$ cat src/rtl/segway_pkg.sv
// Shared constants for the Segway motor-drive path.
//   PWM_PERIOD    : clocks per PWM period (11-bit generator)
//   BLANK_CNT     : PWM counts at the start of each period during which
//                   the current comparators are ignored
//   OVR_LIMIT_DEF : default net over-current periods that trip shutdown
//   CNT_W_DEF     : default width of the leaky over-current counter
package segway_pkg;

   localparam int unsigned PWM_PERIOD    = 2048;
   localparam int unsigned BLANK_CNT     = 256;
   localparam int unsigned OVR_LIMIT_DEF = 4;
   localparam int unsigned CNT_W_DEF     = 4;

endpackage

$ cat src/rtl/sync2.sv
// Two-flop synchronizer for a single asynchronous level.
//   clk   : destination clock
//   rst_n : asynchronous active-low reset, clears both stages
//   d     : asynchronous input
//   q     : synchronized output, two clocks after d
module sync2 (
   input  logic clk,
   input  logic rst_n,
   input  logic d,
   output logic q
);

   logic meta;

   // meta may go metastable; q gives it a full clock to resolve
   always_ff @(posedge clk or negedge rst_n) begin
      if (!rst_n) begin
         meta <= 1'b0;
         q    <= 1'b0;
      end else begin
         meta <= d;
         q    <= meta;
      end
   end

endmodule

$ cat src/rtl/ovr_i_mon.sv
// Over-current monitor downstream of the PWM generator. Decides once per
// PWM period whether the period saw over-current, integrates the verdicts
// in a leaky saturating counter and raises a sticky shutdown request.
//   clk, rst_n    : clock, asynchronous active-low reset
//   PWM_synch     : one-clock strobe on the last count of each PWM period
//   OVR_I_blank_n : high while the comparators may be sampled
//   OVR_I_lft     : left current comparator (asynchronous)
//   OVR_I_rght    : right current comparator (asynchronous)
//   clr_shtdwn    : one-clock clear of shutdown, counter and period flag
//   OVR_I_shtdwn  : sticky shutdown request
//   ovr_evt       : one-clock pulse, the period just ended had over-current
//   ovr_cnt       : leaky counter value
module ovr_i_mon
   import segway_pkg::*;
#(
   parameter int unsigned OVR_LIMIT = OVR_LIMIT_DEF,
   parameter int unsigned CNT_W     = CNT_W_DEF
) (
   input  logic             clk,
   input  logic             rst_n,
   input  logic             PWM_synch,
   input  logic             OVR_I_blank_n,
   input  logic             OVR_I_lft,
   input  logic             OVR_I_rght,
   input  logic             clr_shtdwn,
   output logic             OVR_I_shtdwn,
   output logic             ovr_evt,
   output logic [CNT_W-1:0] ovr_cnt
);

   localparam logic [CNT_W-1:0] CNT_MAX = {CNT_W{1'b1}};
   localparam logic [CNT_W-1:0] LIMIT   = CNT_W'(OVR_LIMIT);

   logic             lft_s;
   logic             rght_s;
   logic             ovr_s;
   logic             sample;
   logic             verdict;
   logic             period_flag;
   logic             flag_nxt;
   logic             evt_nxt;
   logic             shtdwn_nxt;
   logic [CNT_W-1:0] cnt_nxt;

   sync2 u_sync_lft (
      .clk   (clk),
      .rst_n (rst_n),
      .d     (OVR_I_lft),
      .q     (lft_s)
   );

   sync2 u_sync_rght (
      .clk   (clk),
      .rst_n (rst_n),
      .d     (OVR_I_rght),
      .q     (rght_s)
   );

   // Sampling is gated after synchronization, so pulses delayed into the
   // blank window are dropped as well.
   assign ovr_s   = lft_s | rght_s;
   assign sample  = ovr_s & OVR_I_blank_n;
   // Include this cycle's sample so the final count of a period is judged.
   assign verdict = period_flag | sample;

   // Next-state: period flag, leaky counter, event pulse, shutdown bit
   always_comb begin
      flag_nxt   = period_flag | sample;
      cnt_nxt    = ovr_cnt;
      evt_nxt    = 1'b0;
      shtdwn_nxt = OVR_I_shtdwn;

      if (PWM_synch) begin
         flag_nxt = 1'b0;
         evt_nxt  = verdict;
         if (verdict) begin
            if (ovr_cnt != CNT_MAX) cnt_nxt = ovr_cnt + 1'b1;
         end else begin
            if (ovr_cnt != '0) cnt_nxt = ovr_cnt - 1'b1;
         end
         if (cnt_nxt >= LIMIT) shtdwn_nxt = 1'b1;
      end

      // Clear wins over the period update; the event pulse is left intact.
      if (clr_shtdwn) begin
         flag_nxt   = 1'b0;
         cnt_nxt    = '0;
         shtdwn_nxt = 1'b0;
      end
   end

   // State register
   always_ff @(posedge clk or negedge rst_n) begin
      if (!rst_n) begin
         period_flag  <= 1'b0;
         ovr_cnt      <= '0;
         ovr_evt      <= 1'b0;
         OVR_I_shtdwn <= 1'b0;
      end else begin
         period_flag  <= flag_nxt;
         ovr_cnt      <= cnt_nxt;
         ovr_evt      <= evt_nxt;
         OVR_I_shtdwn <= shtdwn_nxt;
      end
   end

endmodule

$ cat config.mk
export PLATFORM = sky130hd
export DESIGN_NAME = ovr_i_mon
export DESIGN_NICKNAME = d
export VERILOG_FILES = /design/src/rtl/segway_pkg.sv /design/src/rtl/sync2.sv /design/src/rtl/ovr_i_mon.sv
export SDC_FILE = /design/constraint.sdc
export NUM_CORES = 1
export LEC_CHECK = 0
export ABC_AREA = 1
export ABC_CLOCK_PERIOD_IN_PS = 1400
export CAP_MARGIN = 20
export CORE_MARGIN = 2
export CORE_UTILIZATION = 43
export DETAILED_ROUTE_END_ITERATION = 12
export PLACE_DENSITY_LB_ADDON = 0.15
export SYNTH_ARGS = -nofsm -noshare
export SYNTH_HDL_FRONTEND = slang
export SYNTH_SLANG_ARGS = --single-unit
$ cat constraint.sdc
create_clock -name clk -period 1.4 [get_ports clk]
set_clock_uncertainty 0.05 [all_clocks]
set_input_delay 0.14 -clock clk [delete_from_list [all_inputs] [get_ports clk]]
set_output_delay 0.14 -clock clk [all_outputs]
set_load 0.02 [all_outputs]
==> results.yml, run 1 <==
synthesis:
  synth_simple_gate_area_frac: 0.351
  synth.ff_latch_count: 11
  synth_compound_area_frac: 0.0660
  yosysWarnings: 0
  synthesis.nets: 88
  seq_area_frac_synth: 0.454
  muxShareOfSynthArea: 0
  syn-cell-area_um2: 607
  synth_top_family_by_area: "simple AND/OR/NAND/NOR gates"
  postSynthAreaPerCell_um2: 7.68
  synth.distinct_cells: 17
  synth_xor_xnor_area_share: 0
  synth_fa_ha_area_frac: 0.0412
  netlist_instances: 79
setup_path:
  flop2flop_setup_slack_ns: 0.07
  crit_path_end: "ovr_cnt[2]$_DFFE_PN0P_"
  timing.critical_path.required_ns: 1.50
  worstSetupPathType: "register to register"
  path_cells: "ha_2 -> or2_0 -> nand3_1 -> nand2_1 -> nand2_1 -> o21ai_1"
  worst_r2r_endpoint: "ovr_cnt[2]$_DFFE_PN0P_"
  worstSetupStartpointType: "register"
  worst_r2r_path_depth: 6
  r2r-start: "ovr_cnt[0]$_DFFE_PN0P_"
  critical_path_arrival_ns: 1.43
  most_numerous_cell_on_the_critical_path: "sky130_fd_sc_hd__nand2_1"
  crit_path_max_fanout: 5
  critical_path_sink_type: "register"
  critical-path-slowest-cell: "sky130_fd_sc_hd__dfrtp_2"
  worst_setup_path_startpoint: "ovr_cnt[0]$_DFFE_PN0P_"
  cp_slowest_stage_delay_ns: 0.44
global_route:
  grt-ovfl-total: 0
  via_count_of_the_first_global_routing_pass: 468
  grt_first_pass_wirelength_mm: 2.03
  initial_antenna_violation_count: 0
  globalRouteTotalUtil: 0.160
  grt_start_max_net_pins: 12
timing:
  slew_headroom: 0.680
  final_hold_viol_count: 0
  rsz_0062_raised_after_global_routing: "true"
  peak_clock_frequency_supported_by_timing_mhz: 753
  finalHoldWorstSlack_ns: 0.137
  max_slew.worst_pin.slew_ns: 0.478
  finalCritPeriodShare: 0.948
  setup_viol: 0
  finalSetupTns_ns: 0
  slew_viol_final: 0
  layout_setup_ws_ns: 0.0721
  period_needed_ns: 1.33
power:
  seq_power_share: 0.416
  power_switching_share: 0.341
  clock_power_share: 0.238
  vdd_ir_drop_max_v: 0.000523
  p_int_w: 0.000600
  share_comb_of_total_power: 0.346
  power.static_leakage_nw: 0.426
  powerDensity_nw_per_um2: 1110
  power_switching_w: 0.000310
detailed_routing:
  route.detailed.vias_per_inst: 4.96
  detailed_route_wire_length_per_cell_um: 11.2
  final_antenna_net_count: 0
  drt_pre_antenna_iters: 4
  num_vias: 565
  route.detailed.drc: 0
  drt_wl_total_mm: 1.27
  dr.first_iter.drc_count: 7
floorplanning:
  starting_utilization_of_the_core_area: 0.461
  width_of_the_die_um: 41.6
  io_pins: 13
  design.die.area_um2: 1730
  std_cell_rows: 13
  floorplan.die.height_um: 41.6
  core_um2: 1320
place:
  place.port_buffers: 12
  gp_congestion: 0.857
  place_hpwl_um: 965
  preCtsSetupSlack_ns: -0.0217
finish:
  layout.nets: 109
  num_antenna_cells: 0
  area.growth.synth_to_final_pct: 35.3
  final_layout_size_suffix_gt1_frac: 0.212
clock_network:
  clockBufferDepth: 2
  cts.htree.levels: 1
  cts_buffers: 3
  cts_clock_pin_slew_for_the_worst_setup_and_hold_paths_ns: 0.07
  numClockSinks: 11
  clk_root_buffer_cell: "sky130_fd_sc_hd__clkbuf_4"
  post_cts_buffers: 0
  clock_network_latency_to_the_later_pin_of_the_worst_skew_pair_ns: 0.27
  cts_tree: "built"
min_path:
  hold_class: "input pin to async pin"
job:
  cap_violations: 0
status:
  status: "completed"
cells in the mapped netlist:
master,number,area [um^2]
sky130_fd_sc_hd__nor2_1,6,22.5
sky130_fd_sc_hd__nand3_1,8,40.0
sky130_fd_sc_hd__nand2_4,1,11.3
sky130_fd_sc_hd__ha_1,2,25.0
sky130_fd_sc_hd__nand2_1,27,101
sky130_fd_sc_hd__or2_0,1,6.26
sky130_fd_sc_hd__inv_6,1,8.76
sky130_fd_sc_hd__o21ai_1,4,20.0
sky130_fd_sc_hd__nor2_2,2,12.5
sky130_fd_sc_hd__dfrtp_1,11,275
sky130_fd_sc_hd__inv_2,1,3.75
sky130_fd_sc_hd__clkinv_1,1,3.75
sky130_fd_sc_hd__o211ai_1,2,15.0
sky130_fd_sc_hd__buf_6,1,11.3
sky130_fd_sc_hd__inv_1,7,26.3
sky130_fd_sc_hd__nand4_1,3,18.8
sky130_fd_sc_hd__a21oi_1,1,5.00
power groups by stage:
stage	combinational (W)	clock, W	sequential (W)
after floorplan	0.000169	0	0.000402
after global routing	0.000353	0.000241	0.000383
after detailed placement	0.000307	0	0.000384
after CTS	0.000301	0.000225	0.000378
final	0.000315	0.000216	0.000379
after global placement	0.000306	0	0.000383
registers in the layout (all words and copies together) (netlist names):
name,flops
u_sync_rght.q,1
ovr_evt,1
OVR_I_shtdwn,1
u_sync_lft.q,1
period_flag,1
u_sync_lft.meta,1
ovr_cnt,4
u_sync_rght.meta,1
layout by cell type (no fill, tap or decap), types with 2 or more instances in the layout:
cell type	n
sky130_fd_sc_hd__o21ai_1	4
sky130_fd_sc_hd__nand2_1	26
sky130_fd_sc_hd__dfrtp_2	3
sky130_fd_sc_hd__buf_4	5
sky130_fd_sc_hd__inv_1	5
sky130_fd_sc_hd__o211ai_1	2
sky130_fd_sc_hd__nand3_1	8
sky130_fd_sc_hd__nand4_1	3
sky130_fd_sc_hd__nor2_1	6
sky130_fd_sc_hd__dfrtp_1	8
sky130_fd_sc_hd__dlygate4sd2_1	5
sky130_fd_sc_hd__inv_2	3
sky130_fd_sc_hd__clkdlybuf4s50_1	6
sky130_fd_sc_hd__clkbuf_4	3
cell families after synthesis:
| group | Yosys count |
|---|---|
| flops | 11 |
| compound gates | 7 |
| buf+inv | 11 |
| simple gates | 48 |
| fa+ha+maj | 2 |
through the flow:
step                instance area (um^2)  total power, W  instances  utilization
floorplan                            612        0.000571         79            -
global placement                     777        0.000689        110        0.590
detailed placement                   777        0.000691        110        0.590
CTS                                  803        0.000904        114        0.610
global route                         821        0.000977        114        0.623
finish                               821        0.000910        114        0.623
timing repair:
| item | in CTS | in global routing |
|---|---|---|
| gates resized for setup | 7 | 5 |
| endpoints found under the hold margin | 0 | 0 |
| endpoints found under the setup margin | 6 | 6 |
| pin swaps | 0 | 1 |
| hold buffers | 0 | 0 |
area by class of cell:
type | instances | area [um^2]
Sequential cell | 11 | 279
Fill cell | 121 | 497
Clock buffer | 4 | 26.3
Multi-Input combinational cell | 57 | 300
Timing Repair Buffer | 17 | 154
Tap cell | 15 | 18.8
Inverter | 10 | 42.5
worst max-delay path: cells and delay by family (launching register included):
family	cells	cell delay, ns
AOI/OAI and AO/OA	1	0.07
adders and majority gates	1	0.22
DFF	1	0.44
and+or+nand+nor	4	0.43
worst min path at each step:
stage | start | to | slack, ns | depth (start not counted)
2_1_floorplan | rst_n | OVR_I_shtdwn$_DFFE_PN0P_ | -0.21 | 0
3_3_place_gp | u_sync_lft.meta$_DFF_PN0_ | u_sync_lft.q$_DFF_PN0_ | 0.28 | 0
3_5_place_dp | u_sync_lft.meta$_DFF_PN0_ | u_sync_lft.q$_DFF_PN0_ | 0.29 | 0
4_1_cts | rst_n | ovr_evt$_DFF_PN0_ | 0.15 | 1
5_1_grt | rst_n | ovr_evt$_DFF_PN0_ | 0.19 | 1
6_report | rst_n | ovr_evt$_DFF_PN0_ | 0.14 | 1
metal layers:
metal | part of all wire | global-route usage
met3 | 0.073 | 0.0696
met5 | 0 | 0
met1 | 0.44 | 0.207
met4 | 0.011 | 0.0387
met2 | 0.47 | 0.247
No activity file was read; power rests on OpenSTA's default activity.
==> run 2, diff against run 1 <==
--- a/config.mk
+++ b/config.mk
@@ -6,10 +6,11 @@
 export NUM_CORES = 1
 export LEC_CHECK = 0
 export ABC_AREA = 1
-export ABC_CLOCK_PERIOD_IN_PS = 1400
+export ABC_CLOCK_PERIOD_IN_PS = 1600
 export CAP_MARGIN = 20
 export CORE_MARGIN = 2
-export CORE_UTILIZATION = 43
+export CORE_UTILIZATION = 45
+export CTS_CLUSTER_DIAMETER = 80
 export DETAILED_ROUTE_END_ITERATION = 12
 export PLACE_DENSITY_LB_ADDON = 0.15
 export SYNTH_ARGS = -nofsm -noshare
==> constraint.sdc (replaced) <==
create_clock -name clk -period 1.6 [get_ports clk]
set_clock_uncertainty 0.05 [all_clocks]
set_input_delay 0.16 -clock clk [delete_from_list [all_inputs] [get_ports clk]]
set_output_delay 0.16 -clock clk [all_outputs]
set_load 0.02 [all_outputs]
==> results.yml, run 2 (synthesized netlist as in run 1, its figures left out) <==
setup_path:
  r2r-start: "ovr_cnt[1]$_DFFE_PN0P_"
  wp_buf_inv: 1
  flop2flop_setup_slack_ns: 0.16
  worstSetupPathType: "register to output pin"
  path_cells: "clkdlybuf4s50_1"
  critical_path_sink_type: "output pin"
  critical_path_arrival_ns: 1.25
  critPathTopFamily: "buffers and inverters"
  timing.critical_path.required_ns: 1.39
  crit_path_max_fanout: 2
  worstSetupStartpointType: "register"
  critical-path-slowest-cell: "sky130_fd_sc_hd__clkdlybuf4s50_1"
  cp_slowest_stage_delay_ns: 0.62
  worst_setup_path_startpoint: "OVR_I_shtdwn$_DFFE_PN0P_"
global_route:
  global_route.peak_usage_layer: "met2"
  grt-ovfl-total: 0
  global_route.usage.met3: 0.0326
  via_count_of_the_first_global_routing_pass: 473
  grt_start_max_net_pins: 12
  grt.met2_usage: 0.298
  gr-usage-met1: 0.256
  initial_antenna_violation_count: 0
  globalRouteTotalUtil: 0.192
  grt_first_pass_wirelength_mm: 2.00
floorplanning:
  width_of_the_die_um: 40.7
  design.die.area_um2: 1660
  starting_utilization_of_the_core_area: 0.472
  floorplan.die.height_um: 40.7
  std_cell_rows: 13
  io_pins: 13
  core_um2: 1280
clock_network:
  clock_network_latency_to_the_later_pin_of_the_worst_skew_pair_ns: 0.26
  cts_buffers: 3
  clk_root_buffer_cell: "sky130_fd_sc_hd__clkbuf_4"
  cts_tree: "built"
  clockBufferDepth: 2
  cts_clock_pin_slew_for_the_worst_setup_and_hold_paths_ns: 0.07
  numClockSinks: 11
  cts.htree.levels: 1
  ctsHoldBuffers: 0
finish:
  largest_register: "ovr_cnt"
  mostFrequentLayoutCell: "sky130_fd_sc_hd__nand2_1"
  seq_area_um2: 277
  area.growth.synth_to_final_pct: 27.2
  final_layout_size_suffix_gt1_frac: 0.126
  n_fill_cell: 121
  stdcell_count: 110
  number_of_flip_flops_under_the_largest_register_name: 4
  layout.nets: 105
  most-common-layout-cells: "sky130_fd_sc_hd__nand2_1 (27), sky130_fd_sc_hd__dfrtp_1 (10), sky130_fd_sc_hd__nand3_1 (8), sky130_fd_sc_hd__clkdlybuf4s50_1 (8), sky130_fd_sc_hd__inv_1 (7)"
  multi_input_comb_area_um2: 280
  num_antenna_cells: 0
  design_area_um2: 772
power:
  power_switching_w: 0.000263
  seq_power_share: 0.438
  design_power_total_w: 0.000762
  vdd_ir_drop_max_v: 0.000663
  p_int_w: 0.000500
  share_comb_of_total_power: 0.320
  power.static_leakage_nw: 0.403
  power_switching_share: 0.344
  powerDensity_nw_per_um2: 987
  clock_power_share: 0.241
detailed_routing:
  dr.first_iter.drc_count: 15
  route.detailed.drc: 0
  num_vias: 554
  detailed_route_wire_length_per_cell_um: 11.4
  drt_wl_total_mm: 1.26
  drt_pre_antenna_iters: 4
  final_antenna_net_count: 0
  route.detailed.vias_per_inst: 5.04
timing:
  slew_headroom: 0.682
  peak_clock_frequency_supported_by_timing_mhz: 683
  finalCritPeriodShare: 0.915
  period_needed_ns: 1.46
  setup_viol: 0
  final_hold_viol_count: 0
  finalSetupTns_ns: 0
  max_slew.worst_pin.slew_ns: 0.475
  slew_viol_final: 0
  rsz_0062_raised_after_global_routing: "false"
min_path:
  hold_class: "input pin to async pin"
status:
  status: "completed"
place:
  place_hpwl_um: 966
  placement.cell_area_um2: 742
  place.port_buffers: 12
  placedCellCount: 106
  gp_congestion: 0.827
job:
  cap_violations: 0
==> run 2: cell types whose count changed in the layout (fill, tap and decap cells not counted), moves of 2 or more <==
cell                              delta
sky130_fd_sc_hd__dfrtp_2             -2
sky130_fd_sc_hd__clkdlybuf4s50_1     +2
sky130_fd_sc_hd__buf_4               -4
sky130_fd_sc_hd__dfrtp_1             +2
sky130_fd_sc_hd__inv_2               -2
sky130_fd_sc_hd__inv_1               +2
sky130_fd_sc_hd__dlygate4sd2_1       -2
==> run 2: metal layers <==
layer | up-vias | routed length (um)
met5 | - | 0
met4 | 0 | 0
met3 | 0 | 60
met2 | 11 | 635
met1 | 253 | 562
li1 | 290 | -
==> run 2: what timing repair did <==
| item | CTS | global route |
|---|---|---|
| resized for setup | 4 | 2 |
| setup buffers | 0 | 0 |
| endpoints found under the setup margin | 3 | 4 |
| pin swaps | 0 | 0 |
==> run 2: final timing paths <==
| check | end | cells past startpoint |
|---|---|---|
| setup reg to reg | OVR_I_shtdwn$_DFFE_PN0P_ | 9 |
| min in group clk | u_sync_lft.meta$_DFF_PN0_ | 1 |
| hold / removal | ovr_cnt[0]$_DFFE_PN0P_ | 1 |
| hold reg to reg | u_sync_rght.q$_DFF_PN0_ | 0 |
| max in group asynchronous | ovr_cnt[2]$_DFFE_PN0P_ | 1 |
| setup / recovery | OVR_I_shtdwn | 1 |
==> run 2: layout make-up <==
cell class | instances | area share
inverters | 10 | 0.0551
well taps | 15 | 0.0243
repair buffers | 13 | 0.164
clock buffers | 3 | 0.0292
flip-flops and latches | 11 | 0.358
multi-input cells | 57 | 0.363
clock inverters | 1 | 0.00648
==> run 2: through the flow <==
stage	hold slack [ns]	setup WS (ns)	utilization
CTS	0.176	0.0180	0.597
finish	0.168	0.135	0.601
global route	0.216	0.00795	0.601
global placement	0.283	0.129	0.577
floorplan	-0.186	0.0895	-
detailed placement	0.285	0.122	0.577
==> run 2: power groups by stage <==
stage                     Sequential (W)  Clock [W]  Combinational, W
after CTS                       0.000334   0.000191          0.000242
after floorplan                 0.000350          0          0.000145
after detailed placement        0.000339          0          0.000245
after global placement          0.000339          0          0.000243
final                           0.000334   0.000184          0.000244
after global routing            0.000339   0.000209          0.000274
